==> config.mk <==
export PLATFORM = sky130hd
export DESIGN_NAME = paddle_adc_sequencer
export DESIGN_NICKNAME = d
export VERILOG_FILES = /design/src/rtl/pong_pkg.sv /design/src/rtl/pad_filter.sv /design/src/rtl/paddle_adc_sequencer.sv
export SDC_FILE = /design/constraint.sdc
export NUM_CORES = 1
export LEC_CHECK = 0
export BUFFER_PORTS_ARGS = -buffer_cell sky130_fd_sc_hd__buf_2
export CELL_PAD_IN_SITES_DETAIL_PLACEMENT = 1
export CELL_PAD_IN_SITES_GLOBAL_PLACEMENT = 1
export CORE_UTILIZATION = 46
export DETAILED_ROUTE_END_ITERATION = 16
export PLACE_DENSITY_LB_ADDON = 0.1
export SYNTH_ARGS = -nofsm -noshare
export SYNTH_HDL_FRONTEND = slang
export SYNTH_SLANG_ARGS = --single-unit
==> constraint.sdc <==
create_clock -name i_clk -period 6.6 [get_ports i_clk]
set_input_delay 0 -clock i_clk [delete_from_list [all_inputs] [get_ports i_clk]]
set_output_delay 0 -clock i_clk [all_outputs]
set_load 0.05 [all_outputs]
==> src/rtl/pong_pkg.sv <==
// Shared definitions for the paddle ADC sequencer.
// Contents:
//   seq_state_t    - sequencer FSM state encoding
//   SCREEN_H/PAD_H - screen geometry; PAD_Y_MAX is the largest legal paddle top Y
//   XADC_CHx_ADDR  - default DRP status-register addresses of the two paddle input channels
//   code_to_pos    - 12-bit ADC code to screen position, (code * pad_max) >> 12
package pong_pkg;

  typedef enum logic [2:0] {
    ST_IDLE,
    ST_REQ0,
    ST_WAIT0,
    ST_REQ1,
    ST_WAIT1,
    ST_UPDATE
  } seq_state_t;

  localparam int unsigned SCREEN_H  = 600;
  localparam int unsigned PAD_H     = 80;
  localparam int unsigned PAD_Y_MAX = SCREEN_H - PAD_H;

  localparam logic [6:0] XADC_CH0_ADDR = 7'h16;
  localparam logic [6:0] XADC_CH1_ADDR = 7'h1E;

  // 12x10 unsigned multiply; the 22-bit product cannot overflow for pad_max < 1024.
  function automatic logic [9:0] code_to_pos(input logic [11:0] code,
                                             input logic [9:0]  pad_max);
    logic [21:0] prod;
    prod = 22'(code) * 22'(pad_max);
    return 10'(prod >> 12);
  endfunction

endpackage

==> src/rtl/pad_filter.sv <==
// One paddle channel: ADC code -> position, first-sample seeding, first-order
// IIR smoothing in the position domain and clamp to 0..PAD_MAX.
// Ports:
//   i_clk, i_rst_n : clock, async active-low reset (avg -> PAD_MAX/2, unseeded)
//   i_code  [11:0] : latest ADC code for this channel
//   i_load         : one-cycle strobe to take a filter step
//   i_stale        : the code is not fresh this frame; hold avg
//   o_avg   [9:0]  : filtered paddle Y
module pad_filter
  import pong_pkg::*;
#(
  parameter int unsigned PAD_MAX  = PAD_Y_MAX,
  parameter int unsigned AVG_LOG2 = 2
) (
  input  logic        i_clk,
  input  logic        i_rst_n,
  input  logic [11:0] i_code,
  input  logic        i_load,
  input  logic        i_stale,
  output logic [9:0]  o_avg
);

  localparam logic [9:0] PMAX = 10'(PAD_MAX);
  localparam logic [9:0] PMID = 10'(PAD_MAX / 2);

  logic [9:0]  r_avg;
  logic        r_seeded;
  logic [9:0]  w_pos;
  logic [9:0]  w_next;
  logic [10:0] w_diff;
  logic [10:0] w_step;
  logic [11:0] w_sum;

  always_comb begin
    w_pos  = code_to_pos(i_code, PMAX);
    // pos and avg both fit in 10 bits, so an 11-bit two's complement difference is exact.
    w_diff = {1'b0, w_pos} - {1'b0, r_avg};
    w_step = 11'($signed(w_diff) >>> AVG_LOG2);
    w_sum  = {w_step[10], w_step} + {2'b00, r_avg};
    if (w_sum[11]) begin
      w_next = '0;
    end else if (w_sum > {2'b00, PMAX}) begin
      w_next = PMAX;
    end else begin
      w_next = w_sum[9:0];
    end
  end

  always_ff @(posedge i_clk or negedge i_rst_n) begin
    if (!i_rst_n) begin
      r_avg    <= PMID;
      r_seeded <= 1'b0;
    end else if (i_load && !i_stale) begin
      if (!r_seeded) begin
        r_avg    <= w_pos;
        r_seeded <= 1'b1;
      end else begin
        r_avg <= w_next;
      end
    end
  end

  assign o_avg = r_avg;

endmodule

==> src/rtl/paddle_adc_sequencer.sv <==
// Frame-paced XADC DRP reader for the two paddle knobs. Each frame strobe
// reads channel 0 then channel 1 over the DRP (den/drdy with timeout), then
// steps both pad_filter instances and pulses o_pad_valid.
// Ports:
//   i_clk, i_rst_n          : pixel clock, async active-low reset
//   i_frame                 : start-of-frame strobe
//   i_clr_err               : clears the sticky error flags (a same-cycle set wins)
//   o_drp_den, o_drp_daddr  : DRP request
//   i_drp_drdy, i_drp_do    : DRP response, ADC code in i_drp_do[15:4]
//   o_pad0, o_pad1          : filtered paddle Y positions
//   o_pad_valid             : one-cycle pulse when the pads update
//   o_busy                  : sequence in progress
//   o_timeout_err           : sticky, a drdy was missed
//   o_overrun_err           : sticky, a frame arrived while busy
//
// state     | meaning
// ----------+---------------------------------------------
// ST_IDLE   | waiting for a frame strobe
// ST_REQ0   | den pulse for channel 0
// ST_WAIT0  | waiting for channel 0 drdy or timeout
// ST_REQ1   | den pulse for channel 1
// ST_WAIT1  | waiting for channel 1 drdy or timeout
// ST_UPDATE | step filters; pads valid next cycle
module paddle_adc_sequencer
  import pong_pkg::*;
#(
  parameter logic [6:0]  CH0_ADDR = XADC_CH0_ADDR,
  parameter logic [6:0]  CH1_ADDR = XADC_CH1_ADDR,
  parameter int unsigned TIMEOUT  = 255,
  parameter int unsigned AVG_LOG2 = 2,
  parameter int unsigned PAD_MAX  = PAD_Y_MAX
) (
  input  logic        i_clk,
  input  logic        i_rst_n,
  input  logic        i_frame,
  input  logic        i_clr_err,
  output logic        o_drp_den,
  output logic [6:0]  o_drp_daddr,
  input  logic        i_drp_drdy,
  input  logic [15:0] i_drp_do,
  output logic [9:0]  o_pad0,
  output logic [9:0]  o_pad1,
  output logic        o_pad_valid,
  output logic        o_busy,
  output logic        o_timeout_err,
  output logic        o_overrun_err
);

  localparam int CW = $clog2(TIMEOUT + 1);

  seq_state_t    r_state;
  seq_state_t    w_state_nxt;
  logic [CW-1:0] r_wait_cnt;
  logic [11:0]   r_code0;
  logic [11:0]   r_code1;
  logic [11:0]   w_code;
  logic          r_stale0;
  logic          r_stale1;
  logic          r_pad_valid;
  logic          r_timeout_err;
  logic          r_overrun_err;
  logic          w_tc;
  logic          w_cap0;
  logic          w_cap1;
  logic          w_to0;
  logic          w_to1;
  logic          w_load;

  assign w_code = 12'(i_drp_do >> 4);
  assign w_tc   = (r_wait_cnt == CW'(TIMEOUT));

  always_ff @(posedge i_clk or negedge i_rst_n) begin
    if (!i_rst_n) begin
      r_state <= ST_IDLE;
    end else begin
      r_state <= w_state_nxt;
    end
  end

  always_comb begin
    w_state_nxt = r_state;
    o_drp_den   = 1'b0;
    o_drp_daddr = CH0_ADDR;
    w_cap0      = 1'b0;
    w_cap1      = 1'b0;
    w_to0       = 1'b0;
    w_to1       = 1'b0;
    w_load      = 1'b0;
    case (r_state)
      ST_IDLE: begin
        if (i_frame) w_state_nxt = ST_REQ0;
      end
      ST_REQ0: begin
        o_drp_den   = 1'b1;
        w_state_nxt = ST_WAIT0;
      end
      ST_WAIT0: begin
        // data takes priority over a timeout reached in the same cycle
        if (i_drp_drdy) begin
          w_cap0      = 1'b1;
          w_state_nxt = ST_REQ1;
        end else if (w_tc) begin
          w_to0       = 1'b1;
          w_state_nxt = ST_REQ1;
        end
      end
      ST_REQ1: begin
        o_drp_den   = 1'b1;
        o_drp_daddr = CH1_ADDR;
        w_state_nxt = ST_WAIT1;
      end
      ST_WAIT1: begin
        o_drp_daddr = CH1_ADDR;
        if (i_drp_drdy) begin
          w_cap1      = 1'b1;
          w_state_nxt = ST_UPDATE;
        end else if (w_tc) begin
          w_to1       = 1'b1;
          w_state_nxt = ST_UPDATE;
        end
      end
      ST_UPDATE: begin
        o_drp_daddr = CH1_ADDR;
        w_load      = 1'b1;
        w_state_nxt = ST_IDLE;
      end
      default: w_state_nxt = ST_IDLE;
    endcase
  end

  // The wait counter reads 1 in the first WAIT cycle.
  always_ff @(posedge i_clk or negedge i_rst_n) begin
    if (!i_rst_n) begin
      r_wait_cnt <= '0;
    end else if (r_state == ST_REQ0 || r_state == ST_REQ1) begin
      r_wait_cnt <= CW'(1);
    end else if (r_state == ST_WAIT0 || r_state == ST_WAIT1) begin
      r_wait_cnt <= r_wait_cnt + CW'(1);
    end
  end

  always_ff @(posedge i_clk or negedge i_rst_n) begin
    if (!i_rst_n) begin
      r_code0     <= '0;
      r_code1     <= '0;
      r_stale0    <= 1'b0;
      r_stale1    <= 1'b0;
      r_pad_valid <= 1'b0;
    end else begin
      if (w_cap0) r_code0 <= w_code;
      if (w_cap1) r_code1 <= w_code;
      if (w_cap0 || w_to0) r_stale0 <= w_to0;
      if (w_cap1 || w_to1) r_stale1 <= w_to1;
      r_pad_valid <= w_load;
    end
  end

  always_ff @(posedge i_clk or negedge i_rst_n) begin
    if (!i_rst_n) begin
      r_timeout_err <= 1'b0;
      r_overrun_err <= 1'b0;
    end else begin
      r_timeout_err <= w_to0 | w_to1 | (r_timeout_err & ~i_clr_err);
      r_overrun_err <= (i_frame && r_state != ST_IDLE) | (r_overrun_err & ~i_clr_err);
    end
  end

  pad_filter #(.PAD_MAX(PAD_MAX), .AVG_LOG2(AVG_LOG2)) u_filt0 (
    .i_clk   (i_clk),
    .i_rst_n (i_rst_n),
    .i_code  (r_code0),
    .i_load  (w_load),
    .i_stale (r_stale0),
    .o_avg   (o_pad0)
  );

  pad_filter #(.PAD_MAX(PAD_MAX), .AVG_LOG2(AVG_LOG2)) u_filt1 (
    .i_clk   (i_clk),
    .i_rst_n (i_rst_n),
    .i_code  (r_code1),
    .i_load  (w_load),
    .i_stale (r_stale1),
    .o_avg   (o_pad1)
  );

  assign o_pad_valid   = r_pad_valid;
  assign o_busy        = (r_state != ST_IDLE);
  assign o_timeout_err = r_timeout_err;
  assign o_overrun_err = r_overrun_err;

endmodule
==> flow_summary_export.csv, run 1 <==
group,metric,value,unit
clock_tree,cts_tree,"built",
sta,fmaxAchievable,163,MHz
sta,tns,0,ps
cells_and_area,layout-drive-gt1-share,0.173,
cells_and_area,fill_cells,1300,
die,die_area,11700,um2
cells_and_area,final_nets,728,
critical_path,critPathLaunch,"r_code1[8]$_DFFE_PN0P_",
critical_path,cp-end-kind,"flop",
critical_path,crit_type,"reg2reg",
clock_tree,cts.htree.levels,3,
critical_path,worstPathCellList,"ha_1 -> ha_1 -> nand4_1 -> a2111oi_1 -> buf_4 -> o21ai_0 -> a21oi_2 -> buf_4 -> nand3_1 -> xnor2_1 -> ha_1 -> a21o_1 -> a221o_1 -> a221o_1 -> inv_1 -> ha_1 -> and2_1 -> a31oi_1 -> nor2b_1 -> nor2_1 -> xor2_1 -> o2111ai_1 -> a22o_1",
placement,dpl_cell_area,5520,um2
cells_and_area,layout_common_cells,"ha_1, nor2_1, dfrtp_1",
logic_synthesis,synth_edf_count,0,
clock_tree,clockBufferDepth,2,
sta,tightest_slew,833,ps
clock_tree,clkLatencyLatePin,330,ps
hold_path,min_from,"i_drp_drdy",
die,coreArea,10900,um2
logic_synthesis,avgSynthCellArea,8.92,um2
die,die_h,108,um
detailed_routing,route.detailed.drc,0,
critical_path,cpMostUsedCell,"ha_1",
critical_path,start_kind,"flop",
flow_run,cap_viol_max_count,0,
critical_path,crit_arrival,6340,ps
sta,finalMaxSlewViolations,0,
detailed_routing,met1_length,6930,um
sta,timing.final.crit_period,6130,ps
critical_path,r2r-end,"u_filt1.o_avg[3]$_DFFE_PN0P_",
logic_synthesis,synth_flop_cell,"dfrtp_1",
detailed_routing,drtPass1Iterations,4,
logic_synthesis,yosysTopAreaCell,"dfrtp_1",
critical_path,reg2reg_slack,470,ps
critical_path,slowest_stage,"dfrtp_1",
detailed_routing,top_layer,"met4",
detailed_routing,vias_per_cell,5.79,
sta,min_period_over_period,0.928,
clock_tree,numCtsBuffers,9,
outcome,outcome,"completed",
hold_path,hp-class,"in2reg",
logic_synthesis,seq_area_frac_synth,0.299,
logic_synthesis,yosys_warnings,0,
detailed_routing,dr_wl_met2,6950,um
logic_synthesis,async_flop_share,1.00,
logic_synthesis,syn-instance-count,583,
critical_path,required,6810,ps
sta,finalClockSkew,7.32,ps
critical_path,slowest_delay,470,ps
die,initial_core_util,0.475,
clock_tree,cts_sinks,62,
global_route,gr-usage-all-layers,0.265,
sta,slew_headroom,0.445,
placement,gp_congestion,0.803,
clock_tree,cts-root-buf,"clkbuf_16",
logic_synthesis,synth_top_area_frac,0.279,
sta,setup_violations,0,
global_route,grt_overflow,0,
detailed_routing,routedWlPerCell,18.3,um
logic_synthesis,synth_area,5200,um2
cells_and_area,final_common_cell,"ha_1",
cells_and_area,syn_to_final_growth,16.2,%
die,die_w,108,um
detailed_routing,route.met3.wl,390,um
critical_path,crit_path_end,"u_filt1.o_avg[3]$_DFFE_PN0P_",
die,num_rows,38,
cells_and_area,design_area,6040,um2
placement,io_buffers,42,
critical_path,cp_max_fo,7,
detailed_routing,final_antenna_net_count,0,
cells_and_area,diodes,0,
detailed_routing,vias,4568,
global_route,antenna_found_initial,0,
clock_tree,clk_pin_slew,60,ps
critical_path,r2r-start,"r_code1[8]$_DFFE_PN0P_",
global_route,grt_max_degree,63,
logic_synthesis,synth_area_leaders,"dfrtp_1, ha_1, xnor2_1, mux2_2, nor2_1",
die,ios,53,
detailed_routing,drtIter0Drc,232,
sta,finalHoldViolCount,0,
logic_synthesis,ys_ff_latch,62,
critical_path,reg2reg_depth,23,
detailed_routing,routed_wl,14500,um
global_route,grt_pass1_vias,4858,
logic_synthesis,yosysUniqueCellTypes,68,
sta,rsz0062_at_grt,"no",
global_route,grt_first_pass_wirelength,24300,um
placement,post-dp-hpwl,10900,um
==> Yosys cell counts, types with 3 or more instances <==
| cell | number |
|---|---|
| a211oi_1 | 4 |
| a21o_1 | 8 |
| a21oi_1 | 25 |
| a22oi_1 | 13 |
| a31oi_1 | 5 |
| and2_1 | 3 |
| and3_1 | 7 |
| buf_4 | 6 |
| clkbuf_1 | 10 |
| dfrtp_1 | 58 |
| dfstp_2 | 4 |
| ha_1 | 61 |
| inv_1 | 42 |
| mux2_2 | 20 |
| nand2_1 | 36 |
| nand2b_1 | 11 |
| nand3_1 | 8 |
| nand4_1 | 5 |
| nor2_1 | 58 |
| nor2b_1 | 9 |
| nor3_1 | 18 |
| o2111ai_1 | 4 |
| o211ai_1 | 6 |
| o21a_1 | 11 |
| o21ai_0 | 33 |
| o21ai_2 | 5 |
| o31ai_1 | 7 |
| or2_2 | 7 |
| or3_1 | 3 |
| xnor2_1 | 31 |
| xor2_1 | 14 |
==> how the worst min path moves through the flow <==
stage	end	slack (ps)	depth (start not counted)
after CTS	r_state[0]$_DFFE_PN0P_	160	4
after detailed placement	o_timeout_err$_DFF_PN0_	210	2
after floorplan	o_overrun_err$_DFF_PN0_	-300	0
final	r_state[0]$_DFFE_PN0P_	160	4
after global placement	o_timeout_err$_DFF_PN0_	210	2
after global routing	r_state[0]$_DFFE_PN0P_	200	4
==> logic make-up (layout without fill, tap and decap cells) <==
group,after synthesis,after routing,synth area share
AOI/OAI and AO/OA,156,156,0.210
xor gates and xnor gates,45,45,0.0758
adders and majority gates,63,63,0.155
buffers and inverters,59,121,0.0489
DFF,62,62,0.299
muxes,23,23,0.0501
other,2,6,0.00144
and+or+nand+nor,173,173,0.160
==> repair_timing <==
| item | CTS | global route |
|---|---|---|
| setup endpoints to repair | 0 | 10 |
| resized for setup | 0 | 3 |
| buffers inserted | 0 | 3 |
| endpoints found under the hold margin | 84 | 0 |
| hold buffers | 16 | 0 |
==> worst max-delay path, delay by kind of cell, from the launching register on <==
kind	cells	cell delay, ps
XOR/XNOR	2	420
AND/OR/NAND/NOR	5	820
buffers and inverters	3	510
flip-flops	1	470
AO/OA/AOI/OAI	9	2500
adder cells (fa/ha/maj)	4	1260
==> sequential cells by signal, indices dropped and copies added, names as in the netlist <==
name              cells
r_code0              12
r_code1              12
u_filt0.o_avg        10
u_filt1.o_avg        10
r_wait_cnt            8
r_state               3
o_overrun_err         1
o_pad_valid           1
o_timeout_err         1
r_stale0              1
r_stale1              1
u_filt0.r_seeded      1
u_filt1.r_seeded      1
==> metal layers <==
| layer | up-vias | GRT usage |
|---|---|---|
| li1 | 2225 | - |
| met1 | 2256 | 0.360 |
| met2 | 71 | 0.447 |
| met3 | 16 | 0.0307 |
| met4 | 0 | 0.0705 |
| met5 | - | 0 |
==> stage by stage <==
step	util	instances	setup WS [ps]	hold slack [ps]
finish	0.553	789	472	163
CTS	0.550	786	216	155
global route	0.553	789	3.90	200
global placement	0.505	754	641	206
detailed placement	0.505	754	422	207
floorplan	-	587	1180	-296
==> final cells by class <==
class                   instances  area (um2)  area share
multi-input cells             466        3410       0.565
flip-flops and latches         62        1560       0.258
repair buffers                 63         408      0.0675
clock buffers                  10         239      0.0396
well taps                     140         175      0.0290
inverters                      42         158      0.0261
clock inverters                 6        93.8      0.0155
Power of run 1 is not shown: default switching activity piles up to over one toggle a cycle in this logic, so the estimate is an artifact.
==> run 2: changes to the inputs <==
--- a/config.mk
+++ b/config.mk
@@ -10,6 +10,7 @@
 export CELL_PAD_IN_SITES_GLOBAL_PLACEMENT = 1
 export CORE_UTILIZATION = 46
 export DETAILED_ROUTE_END_ITERATION = 16
+export GPL_TIMING_DRIVEN = 0
 export PLACE_DENSITY_LB_ADDON = 0.1
 export SYNTH_ARGS = -nofsm -noshare
 export SYNTH_HDL_FRONTEND = slang
==> run 2 against run 1 <==
Global-route usage fell by 1.4 points. Register-to-register slack hardly changed. Maximum frequency hardly changed. Clock-buffer cell count unchanged. Cell count increased by 1.6%. Routed wire length fell by 3.9%.
==> flow_summary_export.csv, run 2 (synthesis gave the netlist of run 1 again) <==
group,metric,value,unit
clock_tree,cts_tree,"built",
detailed_routing,vias,4569,
placement,io_buffers,42,
placement,gp_congestion,0.812,
critical_path,r2r-start,"r_code1[8]$_DFFE_PN0P_",
critical_path,required,6790,ps
critical_path,cpMostUsedCell,"ha_1",
global_route,grt_max_degree,63,
hold_path,min_to,"r_state[0]$_DFFE_PN0P_",
hold_path,min_from,"i_drp_drdy",
global_route,antenna_found_initial,0,
critical_path,cp_max_fo,7,
global_route,grt_pass1_vias,4818,
placement,post-dp-hpwl,10800,um
sta,timing.final.crit_period,6130,ps
critical_path,start_kind,"flop",
global_route,grt_first_pass_wirelength,23100,um
sta,min_period_over_period,0.928,
sta,finalMaxSlewViolations,0,
clock_tree,clockBufferDepth,2,
cells_and_area,syn_to_final_growth,17.8,%
sta,fin_ws,474,ps
clock_tree,cts-root-buf,"clkbuf_16",
cells_and_area,reg_top3,"r_code0 x12, r_code1 x12",
clock_tree,clkLatencyLatePin,330,ps
sta,slew_headroom,0.462,
detailed_routing,vias_per_cell,5.70,
detailed_routing,route.detailed.drc,0,
critical_path,worstPathCellList,"ha_1 -> ha_1 -> nand4_1 -> a2111oi_4 -> o21ai_0 -> a21oi_2 -> buf_4 -> nand3_1 -> xnor2_1 -> ha_1 -> a21o_1 -> a221o_1 -> a221o_1 -> inv_1 -> ha_1 -> and2_1 -> a31oi_2 -> nor2b_1 -> nor2_1 -> and3_1 -> o21ai_1 -> o21ai_0",
critical_path,slowest_stage,"o21ai_1",
die,die_h,108,um
flow_run,cap_viol_max_count,0,
die,die_w,108,um
critical_path,crit_arrival,6310,ps
critical_path,crit_type,"reg2reg",
critical_path,cp-end-kind,"flop",
placement,pre_cts_ws,45.3,ps
sta,finalHoldViolCount,0,
die,num_rows,38,
sta,setup_violations,0,
placement,dp_cells,769,
outcome,outcome,"completed",
die,die_area,11700,um2
sta,tightest_slew,807,ps
cells_and_area,stdcell_count,802,
cells_and_area,final_core_util,0.560,
sta,finalClockSkew,7.09,ps
cells_and_area,layout_common_cells,"ha_1, nor2_1, dfrtp_1",
clock_tree,numCtsBuffers,9,
cells_and_area,layout-drive-gt1-share,0.175,
critical_path,reg2reg_slack,470,ps
die,initial_core_util,0.475,
sta,fmaxAchievable,163,MHz
clock_tree,cts_sinks,62,
detailed_routing,routedWlPerCell,17.3,um
clock_tree,cts.htree.levels,3,
hold_path,hp-class,"in2reg",
detailed_routing,drtIter0Drc,174,
cells_and_area,final_nets,741,
detailed_routing,final_antenna_net_count,0,
global_route,grt_overflow,0,
die,coreArea,10900,um2
detailed_routing,routed_wl,13900,um
detailed_routing,drtPass1Iterations,5,
cells_and_area,diodes,0,
global_route,gr-usage-all-layers,0.251,
critical_path,reg2reg_depth,22,
critical_path,slowest_delay,490,ps
hold_path,hold_depth,4,
clock_tree,clk_pin_slew,60,ps
die,ios,53,
cells_and_area,final_common_cell,"ha_1",
critical_path,r2r-end,"u_filt1.o_avg[0]$_DFFE_PN0P_",
-- run 2: per-stage QoR --
step	cell area (um2)	TNS (ps)	hold WS, ps
CTS	6090	0	159
floorplan	5210	0	-296
global route	6120	-137	203
detailed placement	5600	0	149
global placement	5600	0	205
finish	6120	0	161
-- run 2: critical path, delay by kind of cell, from the launching register on --
family | cells | cell delay [ps]
adder cells (fa/ha/maj) | 4 | 1200
AND/OR/NAND/NOR | 6 | 1110
flip-flops | 1 | 470
buffers and inverters | 2 | 310
XOR/XNOR | 1 | 270
AO/OA/AOI/OAI | 9 | 2610
-- run 2: worst max path at each step --
stage | startpoint | endpoint | cells after the start
final | r_code1[8]$_DFFE_PN0P_ | u_filt1.o_avg[0]$_DFFE_PN0P_ | 22
after global routing | r_code1[8]$_DFFE_PN0P_ | u_filt1.o_avg[7]$_DFFE_PN0P_ | 24
after CTS | r_code1[8]$_DFFE_PN0P_ | u_filt1.o_avg[7]$_DFFE_PN0P_ | 24
after detailed placement | r_code1[8]$_DFFE_PN0P_ | u_filt1.o_avg[7]$_DFFE_PN0P_ | 24
after global placement | r_code1[8]$_DFFE_PN0P_ | u_filt1.o_avg[7]$_DFFE_PN0P_ | 24
after floorplan | r_code1[8]$_DFFE_PN0P_ | u_filt1.o_avg[7]$_DFFE_PN0P_ | 24
-- run 2: timing repair --
| item | in CTS | in global routing |
|---|---|---|
| endpoints found under the setup margin | 7 | 10 |
| hold buffers | 16 | 0 |
| hold endpoints to repair | 84 | 0 |
| gates resized for setup | 1 | 5 |
| pin swaps | 0 | 1 |
| buffers inserted | 0 | 1 |
-- run 2: cell type report --
type	instances	area, um2
well taps	140	175
clock buffers	10	239
plain buffers	17	96.3
multi-input cells	466	3430
repair buffers	59	380
clock inverters	6	85.1
fillers	1303	4810
flip-flops and latches	62	1560
inverters	42	158
-- run 2: metal layers --
metal	vias up	track usage	share of wire
li1	2256	-	-
met1	2231	0.333	0.49
met2	70	0.430	0.48
met3	12	0.0380	0.027
met4	0	0.0579	0.0093
met5	-	0	0
Power of run 2 is left out for the same reason.
